**config.mk**
```make
export PLATFORM = sky130hd
export DESIGN_NAME = mips_noc_ni
export DESIGN_NICKNAME = d
export VERILOG_FILES = /design/src/rtl/mips_noc_ni.sv
export SDC_FILE = /design/constraint.sdc
export NUM_CORES = 1
export LEC_CHECK = 0
export CAP_MARGIN = 25
export CORE_MARGIN = 3
export CORE_UTILIZATION = 59
export DETAILED_ROUTE_END_ITERATION = 8
export HOLD_SLACK_MARGIN = 0.02
export MAX_ROUTING_LAYER = met4
export PLACE_DENSITY = 0.85
export REMOVE_ABC_BUFFERS = 1
export SYNTH_ARGS = -nofsm -noshare
export SYNTH_HDL_FRONTEND = slang
export SYNTH_SLANG_ARGS = --single-unit
export TNS_END_PERCENT = 1
```
**constraint.sdc**
```tcl
create_clock -name clk -period 7.5 [get_ports clk]
set_input_delay 1.5 -clock clk [delete_from_list [all_inputs] [get_ports clk]]
set_output_delay 1.5 -clock clk [all_outputs]
set_load 0.005 [all_outputs]
```
**src/rtl/mips_noc_ni.sv**
```systemverilog
// Memory-mapped NoC network interface for a MIPS node: CPU stores become
// HEAD+TAIL packets on the TX port, received packets queue up for CPU loads.

module mips_noc_ni_fifo #(
  parameter int W     = 36,
  parameter int DEPTH = 4
) (
  input  logic                   clk,
  input  logic                   rst,
  input  logic                   push,
  input  logic                   pop,
  input  logic [W-1:0]           wdata,
  output logic [W-1:0]           head,
  output logic [$clog2(DEPTH):0] count
);
  localparam int AW = $clog2(DEPTH);
  localparam logic [AW:0] FULL_CNT = (AW+1)'(DEPTH);

  logic [W-1:0]  mem_q [DEPTH];
  logic [AW-1:0] wr_ptr_q, wr_ptr_d, rd_ptr_q, rd_ptr_d;
  logic [AW:0]   count_q, count_d;
  logic          push_ok, pop_ok;

  // Fullness/emptiness are sampled before the edge, so a push into a full
  // FIFO is dropped even if a pop happens in the same cycle.
  assign push_ok = push && (count_q != FULL_CNT);
  assign pop_ok  = pop && (count_q != '0);

  always_comb begin
    wr_ptr_d = wr_ptr_q;
    rd_ptr_d = rd_ptr_q;
    count_d  = count_q;
    if (push_ok) wr_ptr_d = wr_ptr_q + 1'b1;
    if (pop_ok)  rd_ptr_d = rd_ptr_q + 1'b1;
    case ({push_ok, pop_ok})
      2'b10:   count_d = count_q + 1'b1;
      2'b01:   count_d = count_q - 1'b1;
      default: count_d = count_q;
    endcase
  end

  always_ff @(posedge clk or posedge rst) begin
    if (rst) begin
      wr_ptr_q <= '0;
      rd_ptr_q <= '0;
      count_q  <= '0;
    end else begin
      wr_ptr_q <= wr_ptr_d;
      rd_ptr_q <= rd_ptr_d;
      count_q  <= count_d;
    end
  end

  always_ff @(posedge clk) begin
    if (push_ok) mem_q[wr_ptr_q] <= wdata;
  end

  assign head  = mem_q[rd_ptr_q];
  assign count = count_q;
endmodule

module mips_noc_ni #(
  parameter logic [3:0]  NODE_ID   = 4'd0,
  parameter logic [31:0] BASE_ADDR = 32'hFFFF_FF00,
  parameter int          DEPTH     = 4
) (
  input  logic        clk,
  input  logic        rst,
  input  logic        Mem_Write_M,
  input  logic        Mem_Read_M,
  input  logic [31:0] ALU_result_M,
  input  logic [31:0] Write_Data_M,
  output logic [31:0] mem_read_M,
  output logic        ni_hit,
  output logic        rx_pending,
  output logic        tx_flit_valid,
  output logic [33:0] tx_flit,
  input  logic        tx_flit_ready,
  input  logic        rx_flit_valid,
  input  logic [33:0] rx_flit,
  output logic        rx_flit_ready
);
  localparam int CW = $clog2(DEPTH) + 1;
  localparam logic [CW-1:0] FULL_CNT = CW'(DEPTH);
  localparam logic [1:0] FT_HEAD = 2'b01;
  localparam logic [1:0] FT_TAIL = 2'b10;

  typedef enum logic [1:0] {TX_IDLE, TX_HEAD, TX_TAIL} tx_state_e;
  typedef enum logic {RX_IDLE, RX_BODY} rx_state_e;

  tx_state_e tx_state_q, tx_state_d;
  rx_state_e rx_state_q, rx_state_d;
  logic [3:0] tx_dest_q, tx_dest_d;
  logic [3:0] rx_src_q, rx_src_d;
  logic       tx_ovf_q, tx_ovf_d;
  logic       rx_err_q, rx_err_d;

  logic [7:0]    off;
  logic          wr, rd;
  logic          tx_push, tx_pop, rx_push, rx_pop, rx_err_set;
  logic [35:0]   tx_head, rx_head;
  logic [CW-1:0] tx_cnt, rx_cnt;
  logic          tx_full, rx_full, rx_empty;
  logic [31:0]   status, rdata;

  assign ni_hit = (ALU_result_M[31:8] == BASE_ADDR[31:8]);
  assign off    = ALU_result_M[7:0];
  assign wr     = ni_hit && Mem_Write_M;
  assign rd     = ni_hit && Mem_Read_M;

  assign tx_push = wr && (off == 8'h04);
  assign tx_pop  = (tx_state_q == TX_TAIL) && tx_flit_ready;
  assign rx_pop  = rd && (off == 8'h0C);

  mips_noc_ni_fifo #(.W(36), .DEPTH(DEPTH)) u_tx_fifo (
    .clk(clk), .rst(rst), .push(tx_push), .pop(tx_pop),
    .wdata({tx_dest_q, Write_Data_M}), .head(tx_head), .count(tx_cnt)
  );

  mips_noc_ni_fifo #(.W(36), .DEPTH(DEPTH)) u_rx_fifo (
    .clk(clk), .rst(rst), .push(rx_push), .pop(rx_pop),
    .wdata({rx_src_q, rx_flit[31:0]}), .head(rx_head), .count(rx_cnt)
  );

  assign tx_full    = (tx_cnt == FULL_CNT);
  assign rx_full    = (rx_cnt == FULL_CNT);
  assign rx_empty   = (rx_cnt == '0);
  assign rx_pending = !rx_empty;

  // Serializer: flit is a pure function of state and FIFO head, so it is
  // stable while stalled and drops to zero the moment reset hits.
  always_comb begin
    tx_state_d    = tx_state_q;
    tx_flit_valid = 1'b0;
    tx_flit       = '0;
    case (tx_state_q)
      TX_IDLE: if (tx_cnt != '0) tx_state_d = TX_HEAD;
      TX_HEAD: begin
        tx_flit_valid = 1'b1;
        tx_flit       = {FT_HEAD, 24'h0, NODE_ID, tx_head[35:32]};
        if (tx_flit_ready) tx_state_d = TX_TAIL;
      end
      TX_TAIL: begin
        tx_flit_valid = 1'b1;
        tx_flit       = {FT_TAIL, tx_head[31:0]};
        if (tx_flit_ready) tx_state_d = TX_IDLE;
      end
      default: tx_state_d = TX_IDLE;
    endcase
  end

  always_comb begin
    rx_state_d    = rx_state_q;
    rx_src_d      = rx_src_q;
    rx_push       = 1'b0;
    rx_err_set    = 1'b0;
    rx_flit_ready = 1'b1;
    case (rx_state_q)
      RX_IDLE: begin
        if (rx_flit_valid) begin
          if (rx_flit[33:32] == FT_HEAD) begin
            rx_src_d   = rx_flit[7:4];
            rx_state_d = RX_BODY;
          end else begin
            rx_err_set = 1'b1;
          end
        end
      end
      RX_BODY: begin
        // Backpressure only bites here; HEADs never need FIFO space.
        rx_flit_ready = !rx_full;
        if (rx_flit_valid && !rx_full) begin
          case (rx_flit[33:32])
            FT_TAIL: begin
              rx_push    = 1'b1;
              rx_state_d = RX_IDLE;
            end
            FT_HEAD: begin
              rx_err_set = 1'b1;
              rx_src_d   = rx_flit[7:4];
            end
            default: begin
              rx_err_set = 1'b1;
              rx_state_d = RX_IDLE;
            end
          endcase
        end
      end
      default: rx_state_d = RX_IDLE;
    endcase
  end

  // Sticky bits: a set in the same cycle as CLEAR wins.
  always_comb begin
    tx_dest_d = tx_dest_q;
    tx_ovf_d  = tx_ovf_q;
    rx_err_d  = rx_err_q;
    if (wr && (off == 8'h00)) tx_dest_d = Write_Data_M[3:0];
    if (wr && (off == 8'h10)) begin
      if (Write_Data_M[0]) tx_ovf_d = 1'b0;
      if (Write_Data_M[1]) rx_err_d = 1'b0;
    end
    if (tx_push && tx_full) tx_ovf_d = 1'b1;
    if (rx_err_set)         rx_err_d = 1'b1;
  end

  always_ff @(posedge clk or posedge rst) begin
    if (rst) begin
      tx_state_q <= TX_IDLE;
      rx_state_q <= RX_IDLE;
      tx_dest_q  <= '0;
      rx_src_q   <= '0;
      tx_ovf_q   <= 1'b0;
      rx_err_q   <= 1'b0;
    end else begin
      tx_state_q <= tx_state_d;
      rx_state_q <= rx_state_d;
      tx_dest_q  <= tx_dest_d;
      rx_src_q   <= rx_src_d;
      tx_ovf_q   <= tx_ovf_d;
      rx_err_q   <= rx_err_d;
    end
  end

  assign status = {20'h0, 4'(rx_cnt), (rx_empty ? 4'h0 : rx_head[35:32]),
                   rx_err_q, tx_ovf_q, rx_empty, tx_full};

  always_comb begin
    rdata = '0;
    case (off)
      8'h00:   rdata = {28'h0, tx_dest_q};
      8'h08:   rdata = status;
      8'h0C:   rdata = rx_empty ? 32'h0 : rx_head[31:0];
      default: rdata = '0;
    endcase
  end

  assign mem_read_M = rd ? rdata : 32'h0;
endmodule

```
Yosys cells after proc, flatten, opt, wreduce, memory -nomap -nowiden:

Memory sizes are Yosys's and may differ from the RTL's.
Index checks and enable logic that the tools add are counted.

* RAM bits: 288
* word-level logic and storage cells: 115
* bits in read-only memories: 0
* register bits after elaboration: 27
* memories kept: 2
* bits in latches: 0
* input port bits: 104

* multipliers: 0
* shift operators: 0
* div/mod/pow operators: 0
* equality and inequality tests: 22
* $lt $le $gt $ge: 0
* bitwise logic cells: 1
* add/sub/neg operators: 8
* reductions and logical operators: 31
* mux-type cells: 39

Memories
* u_rx_fifo.mem_q: depth 4, bits a word 36, rd ports 1, clocked after Yosys merged registers in 0, wr ports 1, line 19 `logic [W-1:0] mem_q [DEPTH];`
* u_tx_fifo.mem_q: depth 4, bits a word 36, rd ports 1, clocked after Yosys merged registers in 0, wr ports 1, line 19

Operators by type and width (number)
* $pmux W32 S3: 1
* $pmux W34 S2: 1
* $mux W32: 2
* $eq A24 B24 Y1 const B: 1
* $mux W1: 22
* $eq A8 B4 Y1 const B: 2
* $mux W4: 4
* $logic_and A1 B1 Y1: 13
* $pmux W3 S2: 2
* $reduce_bool A2 Y1: 6
* $add A2 B1 Y2 const B: 4
* $eq A2 B1 Y1 const B: 4
* $eq A2 B2 Y1 const B: 4
* $eq A8 B3 Y1 const B: 1
* $eq A8 B5 Y1 const B: 1
* $logic_not A8 Y1: 1
* $ne A2 B2 Y1 const B: 4
* $pmux W4 S2: 1
* $add A3 B1 Y3 const B: 2
* $eq A3 B3 Y1 const B: 2
* $mux W2: 3
* $ne A3 B3 Y1 const B: 2
* $pmux W2 S3: 1
* $reduce_and A2 Y1: 3
* 10 further kinds: 14

Depth between registers and ports, before layout:

Gate-level depths: netlist (run 1).

* word-level depth: 8
* gate-level depth with buffers: 12
* gate-level depth less buffers: 10

Hierarchy:

A second synthesis (run 1) with hierarchy kept.

* cell total of the unflattened synthesis: 635
* area, all modules: 12794.8 µm²

Modules (own cells, without submodules)
* mips_noc_ni_fifo: instances 2, cells an instance 225, area an instance 5629.1 µm², seq. area each 4499.3 µm²
* mips_noc_ni: instances 1, cells an instance 185, area an instance 1536.5 µm², seq. area each 325.3 µm²

Least setup slack after synthesis (run 1):

Ideal clock, no wire load.

* path type: input port to output port
* from: input ALU_result_M[5]
* to: output mem_read_M[21]
* stages on the path: 6
* buffers on the path: 2
* data required time: 6000 ps
* slack: 2990 ps
* data arrival time: 3010 ps
* cell sequence: or4_1 > buf_2 > nor4_4 > nand4_2 > buf_6 > nor2b_1

* word-level cells in the longest chain between the ends: 3
* elaborated cells on any way between the ends: 5
* those cells by class: eq/ne: 2; mux: 2; reduce/logical: 1

Ends and longest elaborated chain
* start, declared: line 71 `input logic [31:0] ALU_result_M,`
* $eq A8 B4 Y1 / $logic_not A8 Y1 (equally long branches): line 230 `case (off)`
* $pmux W32 S3 (*): line 230
* $mux W32 (*): line 238 `assign mem_read_M = rd ? rdata : 32'h0;`
* end, declared: line 73 `output logic [31:0] mem_read_M,`

Mark *: on every way between the ends. The rest lies on a longest branch, timed or not.

Worst setup path in the final report (run 1):

* from: input ALU_result_M[4]
* to: output mem_read_M[11]

The elaborated chain is that of the path after synthesis.

==> results of run 1 <==
## power by group through the flow
| stage | clock network (mW) | logic [mW] | registers (mW) |
|---|---|---|---|
| 2_1_floorplan | 0 | 0.343 | 2.10 |
| 6_report | 1.48 | 0.638 | 2.06 |
| 5_1_grt | 1.57 | 0.692 | 2.07 |
| 3_5_place_dp | 0 | 0.633 | 2.09 |
| 3_3_place_gp | 0 | 0.609 | 2.09 |
| 4_1_cts | 1.51 | 0.643 | 2.06 |
## logic make-up after synthesis
kind of cell	Yosys count	share of synthesized area
AO/OA/AOI/OAI	26	0.0143
XOR/XNOR	12	0.00890
adder cells (fa/ha/maj)	16	0.0170
buffers and inverters	47	0.0163
flip-flops	315	0.737
multiplexers	88	0.142
AND/OR/NAND/NOR	126	0.0644
## layout by cell type, fill, tap and decap left out, drive strengths merged, types with 4 or more instances in the layout
cell / instances
clkinv: 8
o21ai: 4
mux2: 14
xnor2: 7
nand4: 11
xor2: 5
nand2: 15
nor2b: 23
edfxtp: 288
clkbuf: 41
mux4: 72
ha: 14
bufinv: 4
a21oi: 7
nor3: 7
inv: 20
a22oi: 5
nor2: 12
clkdlybuf4s50: 173
dfrtp: 27
and2: 38
buf: 9
nor4: 4
a32o: 4
## metal layers
metal | track usage | vias up | wire (um)
met1 | 0.291 | 3366 | 9890
li1 | - | 2892 | -
met3 | 0.0327 | 50 | 1250
met2 | 0.380 | 209 | 13300
met5 | - | - | 0
met4 | 0.0547 | 0 | 572
## final cells by class
cell class | instances | area share
Sequential cell | 315 | 0.595
Multi-Input combinational cell | 268 | 0.200
Timing Repair Buffer | 182 | 0.117
Clock buffer | 41 | 0.0519
Tap cell | 270 | 0.0215
Clock inverter | 13 | 0.0102
Inverter | 20 | 0.00479
Antenna cell | 1 | 0.000160
## critical path, cell delays in order
cell and delay (ns):
clkdlybuf4s50_1 0.44, or4_1 0.68, nor4_4 0.74, nand4_2 0.18, buf_4 0.30, nor2b_1 0.17, clkdlybuf4s50_1 0.52
## flip-flops by register name, indices dropped and copies added (netlist names), 3 cells and up
name	flops
u_rx_fifo.mem_q	144
rx_src_q	4
u_rx_fifo.count	3
u_tx_fifo.count	3
u_tx_fifo.mem_q	144
tx_dest_q	4
## cells in the mapped netlist (4+ instances only)
master | number | share of area
nand4_1 | 10 | 0.0049
nor3_1 | 6 | 0.0024
xor2_1 | 5 | 0.0035
ha_1 | 14 | 0.014
a32o_1 | 4 | 0.0032
nand2_1 | 15 | 0.0044
mux4_2 | 72 | 0.13
dfrtp_1 | 27 | 0.053
buf_1 | 6 | 0.0018
clkbuf_1 | 11 | 0.0033
nor2b_1 | 6 | 0.0030
o21ai_0 | 4 | 0.0016
buf_2 | 6 | 0.0024
a21oi_1 | 7 | 0.0028
mux2_2 | 13 | 0.012
a22oi_1 | 5 | 0.0030
and2_1 | 38 | 0.019
inv_1 | 20 | 0.0059
nor2_1 | 12 | 0.0036
xnor2_1 | 6 | 0.0042
edfxtp_1 | 288 | 0.68
nor2b_2 | 17 | 0.012
## how the worst max path moves through the flow
stage                     endpoint  slack (ns)  depth (start not counted)
floorplan           mem_read_M[11]        2.37                          4
global placement    mem_read_M[31]        1.59                          7
finish              mem_read_M[11]        1.44                          7
detailed placement  mem_read_M[14]        1.46                          7
global route        mem_read_M[18]        1.26                          7
CTS                 mem_read_M[11]        1.44                          7
## stage by stage
step | setup slack (ns) | utilization | instance area [um^2] | cells
detailed placement | 1.46 | 0.712 | 14700 | 1054
finish | 1.44 | 0.760 | 15700 | 1110
global placement | 1.59 | 0.711 | 14700 | 1053
global route | 1.26 | 0.760 | 15700 | 1110
CTS | 1.44 | 0.759 | 15700 | 1108
floorplan | 2.37 | - | 12500 | 603
==> impl_metrics.json, run 1 <==
{
  "status": "complete, no violations",
  "synth.ff_latch_count": 315,
  "cp-end-kind": "primary output",
  "gr-total-overflow": 0,
  "power.total_mw": 4.17,
  "dp_hpwl_um": 15900,
  "antenna_found_initial": 1,
  "ys_warn_count": 0,
  "vdd_drop_max_mv": 0.195,
  "die_w_um": 152,
  "power_switching_share": 0.224,
  "post_synth.cell_area_avg_um2": 20.1,
  "seqPwrFrac": 0.493,
  "required_ns": 6.00,
  "intPower_mw": 3.24,
  "slew_headroom": 0.343,
  "fillers": 1118,
  "hold_buffers": 0,
  "cts_made_buffers": 30,
  "drive_gt1_frac": 0.199,
  "crit_start": "ALU_result_M[4]",
  "p_comb_frac": 0.153,
  "ios": 174,
  "drc": 0,
  "fin_crit_sh": 0.808,
  "seq_area_um2": 9330,
  "clock-sinks": 315,
  "p_per_area_nw_per_um2": 266,
  "cts_buffer_depth": 3,
  "report.final.slew_viol_count": 0,
  "clock_latency_ns": 0.53,
  "grt_first_pass_wirelength_um": 39800,
  "rsz0062_at_grt": "false",
  "dieArea_um2": 23200,
  "gp_congestion": 0.827,
  "min_from": "rx_err_q",
  "hp-class": "reg2reg",
  "netlist_area_um2": 12700,
  "start_kind": "input pin",
  "crit_type": "in2out",
  "grt_util_all_layers": 0.223,
  "clkPwrFrac": 0.354,
  "antenna_left": 0,
  "cts_resized": 0,
  "coreArea_um2": 20600,
  "cts_tree": "done",
  "vias": 6517,
  "min_period_ns": 6.06,
  "whs_endpoint": "rx_err_q",
  "grt_pass1_vias": 7142,
  "setup_viol": 0,
  "via_per_inst": 5.87,
  "hold_violations": 0,
  "synth_edf_count": 288,
  "area_growth_pct": 23.9,
  "cp_max_fo": 23,
  "fin_setup_tns_ns": 0,
  "tightest_slew_ns": 0.986,
  "p_switching_mw": 0.937,
  "syn_inst": 630,
  "multi_input_area_um2": 3140,
  "crit_arrival_ns": 4.56,
  "numPortBuffers": 173,
  "clock.fmax_mhz": 165,
  "rr_startpoint": "u_rx_fifo.count[0]",
  "dr.pass1.iters": 5,
  "htreeDepth": 1,
  "fin_skew_ns": 0.00688,
  "hold_depth": 1,
  "wl_per_cell_um": 22.5,
  "drv_cap": 0,
  "cts_root_buffer": "clkbuf_16",
  "synthFlopType": "edfxtp_1",
  "regToRegSetupSlack_ns": 4.54,
  "ys_seq_area_frac": 0.737,
  "postCtsSetupBuffers": 0,
  "timing.hold.ws_ns": 0.492,
  "wirelength_um": 25000,
  "clkSlewWorstSetupHoldPaths_ns": 0.06,
  "power_leakage_nw": 5.16,
  "start_util": 0.614,
  "reg2reg_to": "u_rx_fifo.count[2]",
  "drt_iter0_drc": 437,
  "nNetsFinal": 937,
  "rows": 52,
  "synthArstFlopShare": 0.0857,
  "grt_max_degree": 39,
  "r2r_cells": 11,
  "ys_types": 48,
  "die_height_um": 152
}
(Power assumes the default switching activity.)
==> run 2: changes to the inputs <==
--- a/config.mk
+++ b/config.mk
@@ -7,11 +7,11 @@
 export LEC_CHECK = 0
 export CAP_MARGIN = 25
 export CORE_MARGIN = 3
-export CORE_UTILIZATION = 59
+export CORE_UTILIZATION = 55
 export DETAILED_ROUTE_END_ITERATION = 8
 export HOLD_SLACK_MARGIN = 0.02
 export MAX_ROUTING_LAYER = met4
-export PLACE_DENSITY = 0.85
+export PLACE_DENSITY = 0.8
 export REMOVE_ABC_BUFFERS = 1
 export SYNTH_ARGS = -nofsm -noshare
 export SYNTH_HDL_FRONTEND = slang
==> constraint.sdc (replaced) <==
create_clock -name clk -period 6.2 [get_ports clk]
set_input_delay 1.24 -clock clk [delete_from_list [all_inputs] [get_ports clk]]
set_output_delay 1.24 -clock clk [all_outputs]
set_load 0.005 [all_outputs]
==> run 2 against run 1 <==
Compared with the run above: first-iteration DRC count shrank 15%; combinational power grew 28%; worst setup slack lost 0.56 ns; via count shrank 1.0%; clock-buffer cell count grew 7.
==> impl_metrics.json, run 2 (same netlist as run 1, synthesis figures left out) <==
{
  "drive_gt1_frac": 0.209,
  "wl_per_cell_um": 22.1,
  "coreArea_um2": 22200,
  "crit_start": "ALU_result_M[4]",
  "crit_path_max_incr_delay_ns": 0.69,
  "place_area_um2": 14700,
  "min_period_ns": 5.32,
  "report.final.slew_viol_count": 0,
  "fillers": 1356,
  "cpLargestDelayFamily": "buffers and inverters",
  "hold_violations": 0,
  "fin_crit_sh": 0.858,
  "start_util": 0.569,
  "reg_top3": "u_rx_fifo.mem_q (144), u_tx_fifo.mem_q (144)",
  "hold_buffers": 0,
  "fin_skew_ns": 0.00968,
  "numPortBuffers": 173,
  "timing.critical_path.buf_inv": 4,
  "die_w_um": 158,
  "cts_buffer_depth": 3,
  "grt_pass1_vias": 6974,
  "cp_max_fo": 23,
  "layout_common_cells": "288 x edfxtp_1, 173 x clkdlybuf4s50_1, 72 x mux4_2, 31 x clkbuf_16, 30 x and2_1",
  "cts_made_buffers": 31,
  "cts_tree": "done",
  "dr.pass1.iters": 4,
  "layout_commonest_cell": "edfxtp_1",
  "drt_iter0_drc": 370,
  "hp-class": "reg2reg",
  "antenna_left": 0,
  "cts_resized": 0,
  "via_per_inst": 5.75,
  "cts_root_buffer": "clkbuf_16",
  "required_ns": 4.96,
  "crit_chain": "clkdlybuf4s50_1, or4_1, nor4_4, buf_4, nand4_2, buf_4, nor2b_1, clkdlybuf4s50_1",
  "clock-sinks": 315,
  "nNetsFinal": 938,
  "die_height_um": 158,
  "htreeDepth": 1,
  "rows": 54,
  "dp_hpwl_um": 15800,
  "grt_max_degree": 38,
  "clock_latency_ns": 0.54,
  "postCtsSetupBuffers": 0,
  "clock.fmax_mhz": 188,
  "drc": 0,
  "antennaDiodeCount": 0,
  "vdd_drop_max_mv": 0.233,
  "antenna_found_initial": 0,
  "gp_congestion": 0.783,
  "gr-total-overflow": 0,
  "dieArea_um2": 24900,
  "seq_area_um2": 9330,
  "drv_cap": 0,
  "area_growth_pct": 24.4,
  "grt_first_pass_wirelength_um": 39000,
  "start_kind": "input pin",
  "grt_util_all_layers": 0.209,
  "vias": 6449,
  "critPathSlowestCell": "or4_1",
  "p_per_area_nw_per_um2": 324,
  "cp-end-kind": "primary output",
  "power_leakage_nw": 5.19,
  "min_from": "rx_err_q",
  "rr_startpoint": "u_rx_fifo.count[0]",
  "fin_setup_tns_ns": 0,
  "rsz0062_at_grt": "false",
  "setup_viol": 0,
  "status": "complete, no violations",
  "wirelength_um": 24800,
  "tightest_slew_ns": 1.00,
  "ios": 174,
  "fin_area_um2": 15800,
  "slew_headroom": 0.332,
  "clkSlewWorstSetupHoldPaths_ns": 0.07,
  "multi_input_area_um2": 3140,
  "crit_arrival_ns": 4.08,
  "crit_type": "in2out"
}
[run 2: cell types whose count changed in the layout (fill, tap and decap cells not counted)]
cell / previous run / this run
clkinv_1: 6 / 1
buf_12: 0 / 1
clkinv_2: 2 / 4
bufinv_16: 4 / 3
and2_1: 32 / 30
and2_2: 6 / 8
clkbuf_1: 10 / 11
clkbuf_8: 0 / 6
buf_4: 7 / 6
diode_2: 1 / 0
[run 2: metal layers]
layer	global-route usage	up-vias	wire length (um)
li1	-	2896	-
met1	0.271	3313	10000
met2	0.352	196	12800
met3	0.0405	44	1430
met4	0.0434	0	517
met5	-	-	0
[run 2: metrics by stage]
stage	hold WS, ns	setup WS, ns	util	power, mW	cells
floorplan	0.444	1.59	-	2.96	603
global route	0.534	0.699	0.709	5.31	1122
finish	0.497	0.879	0.709	5.11	1122
detailed placement	0.484	0.930	0.662	3.32	1064
global placement	0.471	1.00	0.660	3.26	1062
CTS	0.498	0.885	0.708	5.15	1121
[run 2: final cells by class]
cell class | instances | area share
inverters | 20 | 0.00477
multi-input cells | 268 | 0.199
flip-flops and latches | 315 | 0.592
clock buffers | 48 | 0.0571
clock inverters | 9 | 0.00771
well taps | 280 | 0.0222
repair buffers | 182 | 0.117
[run 2: report_power, final]
group | switching [mW] | leakage, nW | internal [mW]
logic | 0.355 | 1.73 | 0.460
registers | 0.0723 | 2.96 | 2.38
clock network | 0.727 | 0.498 | 1.12
[run 2: worst paths after layout]
path | to | slack, ns | cells past startpoint
min reg2reg | rx_err_q | 0.50 | 1
max in group asynchronous | u_rx_fifo.rd_ptr_q[0] | 4.65 | 3
min | rx_err_q | 0.50 | 1
min in group asynchronous | tx_ovf_q | 1.05 | 2
max | mem_read_M[21] | 0.88 | 8
max reg2reg | u_rx_fifo.count[2] | 3.26 | 12
